File: config.mk
export PLATFORM = sky130hd
export DESIGN_NAME = i2c_bus_scheduler
export DESIGN_NICKNAME = d
export VERILOG_FILES = /design/src/rtl/i2c_bus_scheduler.sv
export SDC_FILE = /design/constraint.sdc
export NUM_CORES = 1
export LEC_CHECK = 0
export ABC_AREA = 1
export BUFFER_PORTS_ARGS = -buffer_cell sky130_fd_sc_hd__buf_2
export CORE_ASPECT_RATIO = 0.6
export CORE_UTILIZATION = 50
export DETAILED_ROUTE_END_ITERATION = 16
export PLACE_DENSITY = 0.86
export SLEW_MARGIN = 5
export SYNTH_ARGS = -nofsm -noshare
export SYNTH_HDL_FRONTEND = slang
export SYNTH_SLANG_ARGS = --single-unit
File: constraint.sdc
create_clock -name clk_i -period 5.4 [get_ports clk_i]
set_input_delay 0.27 -clock clk_i [delete_from_list [all_inputs] [get_ports clk_i]]
set_output_delay 0.27 -clock clk_i [all_outputs]
set_load 0.01 [all_outputs]
File: src/rtl/i2c_bus_scheduler.sv
// Round-robin arbiter that shares one byte-level I2C command engine between NREQ requesters.
// Each granted transaction issues START, address/RW, data bytes and STOP, one command in flight at a time.
module i2c_bus_scheduler #(
    parameter int NREQ = 4,
    parameter int LENW = 4
) (
    input  logic                 clk_i,
    input  logic                 rst_i,
    input  logic [NREQ-1:0]      req_i,
    input  logic [NREQ*7-1:0]    req_addr_i,
    input  logic [NREQ-1:0]      req_op_i,
    input  logic [NREQ*LENW-1:0] req_len_i,
    input  logic [NREQ*8-1:0]    wdata_i,
    input  logic [NREQ-1:0]      wdata_valid_i,
    output logic [NREQ-1:0]      wdata_ready_o,
    output logic [7:0]           rdata_o,
    output logic [NREQ-1:0]      rdata_valid_o,
    output logic [NREQ-1:0]      done_o,
    output logic                 err_o,
    output logic [NREQ-1:0]      grant_o,
    output logic                 cmd_valid_o,
    input  logic                 cmd_ready_i,
    output logic [2:0]           cmd_o,
    output logic [7:0]           cmd_data_o,
    input  logic                 rsp_valid_i,
    input  logic [7:0]           rsp_data_i,
    input  logic                 rsp_nak_i
);
    localparam int IDXW = $clog2(NREQ);

    localparam logic [2:0] CMD_START    = 3'd0;
    localparam logic [2:0] CMD_STOP     = 3'd1;
    localparam logic [2:0] CMD_WRITE    = 3'd2;
    localparam logic [2:0] CMD_READ_ACK = 3'd3;
    localparam logic [2:0] CMD_READ_NAK = 3'd4;

    typedef enum logic [2:0] {
        S_IDLE, S_ARB, S_START, S_ADDR, S_WDATA, S_RDATA, S_STOP, S_DONE
    } state_t;

    state_t            state_reg, state_next;
    logic              wait_reg, wait_next;
    logic [IDXW-1:0]   idx_reg, idx_next;
    logic [NREQ-1:0]   grant_reg, grant_next;
    logic [6:0]        addr_reg, addr_next;
    logic              op_reg, op_next;
    logic [LENW-1:0]   remain_reg, remain_next;
    logic              err_reg, err_next;
    logic [IDXW-1:0]   rr_ptr_reg, rr_ptr_next;
    logic [7:0]        rdata_reg, rdata_next;
    logic [NREQ-1:0]   rdata_valid_reg, rdata_valid_next;

    logic [6:0]        addr_arr  [NREQ];
    logic [LENW-1:0]   len_arr   [NREQ];
    logic [7:0]        wdata_arr [NREQ];

    logic              arb_found;
    logic [IDXW-1:0]   arb_idx;
    logic [IDXW-1:0]   cand;
    logic              cmd_fire;
    logic              rsp_fire;

    for (genvar gi = 0; gi < NREQ; gi++) begin : g_unpack
        assign addr_arr[gi]  = req_addr_i[7*gi +: 7];
        assign len_arr[gi]   = req_len_i[LENW*gi +: LENW];
        assign wdata_arr[gi] = wdata_i[8*gi +: 8];
    end

    // Scan from the farthest offset down so the nearest requester at/after rr_ptr wins.
    always_comb begin
        arb_found = 1'b0;
        arb_idx   = '0;
        cand      = '0;
        for (int i = NREQ - 1; i >= 0; i--) begin
            cand = IDXW'((int'(rr_ptr_reg) + i) % NREQ);
            if (req_i[cand]) begin
                arb_found = 1'b1;
                arb_idx   = cand;
            end
        end
    end

    always_comb begin
        cmd_valid_o   = 1'b0;
        cmd_o         = CMD_START;
        cmd_data_o    = 8'h00;
        wdata_ready_o = '0;
        done_o        = '0;
        err_o         = 1'b0;
        if (!wait_reg) begin
            case (state_reg)
                S_START: cmd_valid_o = 1'b1;
                S_ADDR: begin
                    cmd_valid_o = 1'b1;
                    cmd_o       = CMD_WRITE;
                    cmd_data_o  = {addr_reg, op_reg};
                end
                S_WDATA: begin
                    cmd_valid_o = wdata_valid_i[idx_reg];
                    cmd_o       = CMD_WRITE;
                    cmd_data_o  = wdata_arr[idx_reg];
                    if (wdata_valid_i[idx_reg] && cmd_ready_i) begin
                        wdata_ready_o = grant_reg;
                    end
                end
                S_RDATA: begin
                    cmd_valid_o = 1'b1;
                    cmd_o       = (remain_reg == LENW'(1)) ? CMD_READ_NAK : CMD_READ_ACK;
                end
                S_STOP: begin
                    cmd_valid_o = 1'b1;
                    cmd_o       = CMD_STOP;
                end
                default: ;
            endcase
        end
        if (state_reg == S_DONE) begin
            done_o = grant_reg;
            err_o  = err_reg;
        end
    end

    assign cmd_fire = cmd_valid_o & cmd_ready_i;
    // Responses only count while a command is outstanding.
    assign rsp_fire = wait_reg & rsp_valid_i;

    always_comb begin
        state_next       = state_reg;
        wait_next        = wait_reg;
        idx_next         = idx_reg;
        grant_next       = grant_reg;
        addr_next        = addr_reg;
        op_next          = op_reg;
        remain_next      = remain_reg;
        err_next         = err_reg;
        rr_ptr_next      = rr_ptr_reg;
        rdata_next       = rdata_reg;
        rdata_valid_next = '0;
        if (cmd_fire) begin
            wait_next = 1'b1;
        end
        if (rsp_fire) begin
            wait_next = 1'b0;
        end
        case (state_reg)
            S_IDLE: begin
                if (|req_i) state_next = S_ARB;
            end
            S_ARB: begin
                if (arb_found) begin
                    idx_next            = arb_idx;
                    grant_next          = '0;
                    grant_next[arb_idx] = 1'b1;
                    addr_next           = addr_arr[arb_idx];
                    op_next             = req_op_i[arb_idx];
                    remain_next         = len_arr[arb_idx];
                    err_next            = 1'b0;
                    state_next          = S_START;
                end else begin
                    state_next = S_IDLE;
                end
            end
            S_START: begin
                if (rsp_fire) state_next = S_ADDR;
            end
            S_ADDR: begin
                if (rsp_fire) begin
                    if (rsp_nak_i) begin
                        err_next   = 1'b1;
                        state_next = S_STOP;
                    end else if (remain_reg == '0) begin
                        state_next = S_STOP;
                    end else begin
                        state_next = op_reg ? S_RDATA : S_WDATA;
                    end
                end
            end
            S_WDATA: begin
                if (rsp_fire) begin
                    remain_next = remain_reg - LENW'(1);
                    if (rsp_nak_i) begin
                        err_next   = 1'b1;
                        state_next = S_STOP;
                    end else if (remain_reg == LENW'(1)) begin
                        state_next = S_STOP;
                    end
                end
            end
            S_RDATA: begin
                if (rsp_fire) begin
                    rdata_next       = rsp_data_i;
                    rdata_valid_next = grant_reg;
                    remain_next      = remain_reg - LENW'(1);
                    if (remain_reg == LENW'(1)) state_next = S_STOP;
                end
            end
            S_STOP: begin
                if (rsp_fire) state_next = S_DONE;
            end
            S_DONE: begin
                rr_ptr_next = (idx_reg == IDXW'(NREQ - 1)) ? '0 : idx_reg + IDXW'(1);
                grant_next  = '0;
                state_next  = S_IDLE;
            end
            default: state_next = S_IDLE;
        endcase
    end

    always_ff @(posedge clk_i or negedge rst_i) begin
        if (!rst_i) begin
            state_reg       <= S_IDLE;
            wait_reg        <= 1'b0;
            idx_reg         <= '0;
            grant_reg       <= '0;
            addr_reg        <= '0;
            op_reg          <= 1'b0;
            remain_reg      <= '0;
            err_reg         <= 1'b0;
            rr_ptr_reg      <= '0;
            rdata_reg       <= '0;
            rdata_valid_reg <= '0;
        end else begin
            state_reg       <= state_next;
            wait_reg        <= wait_next;
            idx_reg         <= idx_next;
            grant_reg       <= grant_next;
            addr_reg        <= addr_next;
            op_reg          <= op_next;
            remain_reg      <= remain_next;
            err_reg         <= err_next;
            rr_ptr_reg      <= rr_ptr_next;
            rdata_reg       <= rdata_next;
            rdata_valid_reg <= rdata_valid_next;
        end
    end

    assign grant_o       = grant_reg;
    assign rdata_o       = rdata_reg;
    assign rdata_valid_o = rdata_valid_reg;

endmodule

==> summary.md <==
| Metric | Value |
|---|---|
| Routability Congestion | `about 0.86` |
| Layout filler cell count | `496` |
| Post-synthesis adder-cell area fraction | `1.78%` |
| TritonCTS clock tree | `yes` |
| Total area of multi-input combinational cells | `about 1700 um2` |
| Iter 0 DRT Violations | `between 150 and 200` |
| Number of warnings issued by yosys | `0` |
| Simple logic cell fraction of the synthesized area | `42.6%` |
| Result of the run | `finished, final reports clean` |
| Maximum number of pins on one net before global-route repair | `38` |
| Endpoint of the lowest-slack register-to-register path | `addr_reg[0]` |
| Amount of wire on met3 after detailed routing | `between 600 and 700 um` |
| Mapped Nets | `528` |
| Combinational family with the most area after synthesis | `simple AND/OR/NAND/NOR gates` |
| Top post-synthesis cells by area | `dfrtp_1 (33%), nand2_1 (22%), nor2_1 (5.5%), nand3_1 (4.8%), o21ai_0 (4.8%)` |
| Antenna-violating nets left | `0` |
| DRT met1 WL | `between 3 and 4 mm` |
| Vias in the first global route | `3004` |
| CTS hold repair buffers | `0` |
| Cell at the slowest stage of the critical path | `dfrtp_1` |
| Overall die height | `approximately 60 um` |
| Relative max-transition margin | `between 40% and 50%` |
| Cell taking the most area after synthesis | `dfrtp_1` |
| Crit end category | `primary output` |
| DR vias/cell | `5.25` |
| Antenna cells | `0` |
| Clock sink count | `37` |
| Clock buffer count from CTS | `5` |
| Arrival @ worst endpoint | `2.40 ns` |
| Width of the die | `approximately 100 um` |
| Root buffer selected by CTS | `clkbuf_8` |
| Number of flip-flops under the largest register name | `8` |
| Startpoint Class | `flop` |
| Static leakage | `~2.0 nW` |
| Die area | `between 5000 and 6000 um2` |
| Average size of a mapped cell | `6.65 um2` |
| IR Drop Worst-Case VDD | `about 0.25 mV` |
| Total routed wirelength | `between 8 and 9 mm` |
| Routed vias | `approximately 3300` |
| Insertion delay to the later sink of the worst-skew pair | `0.29 ns` |
| GRT Util Overall | `roughly 28%` |
| Number of core rows | `20` |
| Slowest stage delay, CP | `approximately 0.75 ns` |
| Routed length on met2 | `approximately 3.8 mm` |
| Topmost layer with routed signal wires | `met4` |
| Average wire per cell in the routed design | `around 13 um` |
| Post-route DRC violation count | `0` |
| Gr ovfl total | `0` |
| Sequential cell area in the final layout | `a little over 900 um2` |
| Hold crit path type | `input pin to asynchronous set/reset pin` |
| Number of antenna violations at the first check in global routing | `0` |
| Total Negative Setup Slacks | `0 ns` |
| Required time worst endpoint | `between 5 and 6 ns` |
| Least setup slack across all paths after layout | `2.73 ns` |
| Core area | `around 5200 um2` |
| Number of buffers on the longest clock path | `2` |
| Share of cells above drive strength 1 | `32.9%` |
| Cell chain of the critical path | `clkinv_1 > o21ai_0 > o22ai_1 > nand3_1 > nor2_1 > buf_2` |
| Launch point of the worst reg-to-reg path | `rr_ptr_reg[0]` |
| Mapped Area | `between 2000 and 3000 um2` |
| Count of flip-flops with a built-in enable after synthesis | `0` |
| Unrepaired setup endpoints after global routing | `no` |
| Maximum level of the CTS H-tree | `2` |
| Unique masters post-synth | `36` |
| Final number of setup-violating endpoints | `0` |
| Wire length of the first global-routing pass | `~13 mm` |
| Number of port buffers | `about 140` |
| Area growth, synth to finish | `27.5%` |
| Buffer count from post-CTS setup fixing | `0` |
| Top achievable clock speed | `374 MHz` |
| Post-synthesis share of cell area spent on xor and xnor gates | `less than 1%` |
| Buffers plus inverters on the worst setup path | `2` |
| Final HPWL DP | `roughly 6.5 mm` |
| Share of synthesized area spent on multiplexers | `0%` |
| Max Slew Vio Count | `0` |
| Tightest Pin Transition | `about 0.83 ns` |
| Worst clock skew on the final layout | `0.00714 ns` |
| Top-level I/O count | `about 140` |
| Share of synthesized registers carrying an async set or reset | `between 90% and 100%` |
| Placed Instances | `612` |
| Final Hold Fails | `0` |
| Worst-case reg-to-reg path depth | `12` |
| Ratio of total power to cell area | `slightly below 600 nW/um2` |
| Total of cells resized after clock tree synthesis | `0` |
| R2R setup slack | `2.93 ns` |
| Count of mapped cells out of synthesis | `roughly 420` |
| Category of the critical setup timing path | `flop to primary output` |
| Starting density of the core | `between 50 and 60%` |
| Yosys reg bits | `37` |
| Fraction of synthesized cell area taken by the top area cell type | `between 30 and 40%` |
| Sequential area share after synthesis | `between 30% and 40%` |
| Fin nets | `~660` |
| Final critical-path required period | `roughly 2.7 ns` |
| Worst setup slack before clock tree synthesis | `2.96 ns` |
| Compound-cell area share of the yosys netlist | `approximately 14%` |
| Peak fanout along the critical path | `22` |
| Gate family responsible for the most delay along the worst path | `flip-flops` |
| Number of cells in the finished layout apart from fillers | `620` |
| Max capacitance violation total | `0` |
| Final worst path period share | `between 40% and 50%` |
| Dominant synthesized flop cell | `dfrtp_1` |
| Router iterations before antenna repair | `4` |
| Clock-pin transition on the worst setup and hold timing paths | `0.08 ns` |
[metrics by stage]
stage | total power [mW] | area (um2) | hold WS [ns] | util, %
floorplan | 1.61 | 2810 | -0.0256 | -
global placement | 1.85 | 3500 | 0.408 | 66.8
detailed placement | 1.90 | 3500 | 0.406 | 66.8
CTS | 2.11 | 3590 | 0.0929 | 68.6
global route | 2.33 | 3590 | 0.143 | 68.6
finish | 2.12 | 3590 | 0.0708 | 68.6
[worst reg2reg max path, stage by stage, from the launching register on]
cell	delay [ns]
dfrtp_1	0.63
inv_1	0.23
nand2_2	0.12
nand3_1	0.10
nand2_1	0.17
a21oi_1	0.06
nand2_1	0.08
nand3_2	0.33
nor2_4	0.36
nand2_1	0.10
nand3_1	0.12
nand2_1	0.06
nand2_1	0.07
[power by group]
group / switching [mW] / internal, mW / total, mW / leakage, nW
clock: 0.107 / 0.0915 / 0.198 / 0.0481
sequential: 0.134 / 0.388 / 0.522 / 0.471
combinational: 0.917 / 0.479 / 1.40 / 1.53
total: 1.16 / 0.959 / 2.12 / 2.05
[cells in the final DEF, fill, tap and decap left out, types with 6 or more instances in the layout]
cell       n
a21oi_1   14
buf_2    137
dfrtp_1   37
inv_1     27
inv_2      6
nand2_1  166
nand2_2   12
nand3_1   27
nor2_1    41
o21ai_0   27
o22ai_1    8
[cell families (layout without fill, tap and decap cells)]
group | after synthesis | count (layout)
AO/OA/AOI/OAI | 65 | 65
XOR/XNOR | 2 | 2
adder cells (fa/ha/maj) | 4 | 4
buffers and inverters | 48 | 179
flip-flops | 37 | 37
AND/OR/NAND/NOR | 267 | 267
[worst max-delay path by stage]
stage	startpoint	to	slack, ns	depth (start not counted)
after floorplan	rr_ptr_reg[0]	remain_reg[0]	3.69	14
after global placement	rr_ptr_reg[0]	addr_reg[0]	3.09	12
after detailed placement	rr_ptr_reg[0]	addr_reg[0]	2.96	12
after CTS	idx_reg[0]	wdata_ready_o[2]	2.75	6
after global routing	idx_reg[0]	wdata_ready_o[3]	2.54	6
final	idx_reg[0]	wdata_ready_o[2]	2.73	6
[cells in the mapped netlist (5+ instances only)]
| master | n |
|---|---|
| a32o_1 | 5 |
| o21ai_0 | 27 |
| nand2_2 | 12 |
| dfrtp_1 | 37 |
| nand3_1 | 27 |
| o22ai_1 | 8 |
| clkbuf_1 | 9 |
| inv_2 | 6 |
| a21oi_1 | 14 |
| nand2_1 | 166 |
| inv_1 | 27 |
| nor2_1 | 41 |
[final cells by class]
class                   count  area share, %
multi-input cells         338           46.7
flip-flops and latches     37           25.8
repair buffers            137           19.1
inverters                  34           3.56
well taps                  66           2.30
clock buffers               5           1.92
clock inverters             3          0.628
[layer usage]
layer / GRT usage, % / up-vias
met5: 0 / -
met4: 6.18 / 0
met3: 8.19 / 9
met2: 47.9 / 119
met1: 37.0 / 1506
li1: - / 1622
No activity file was read; power rests on OpenSTA's default activity.
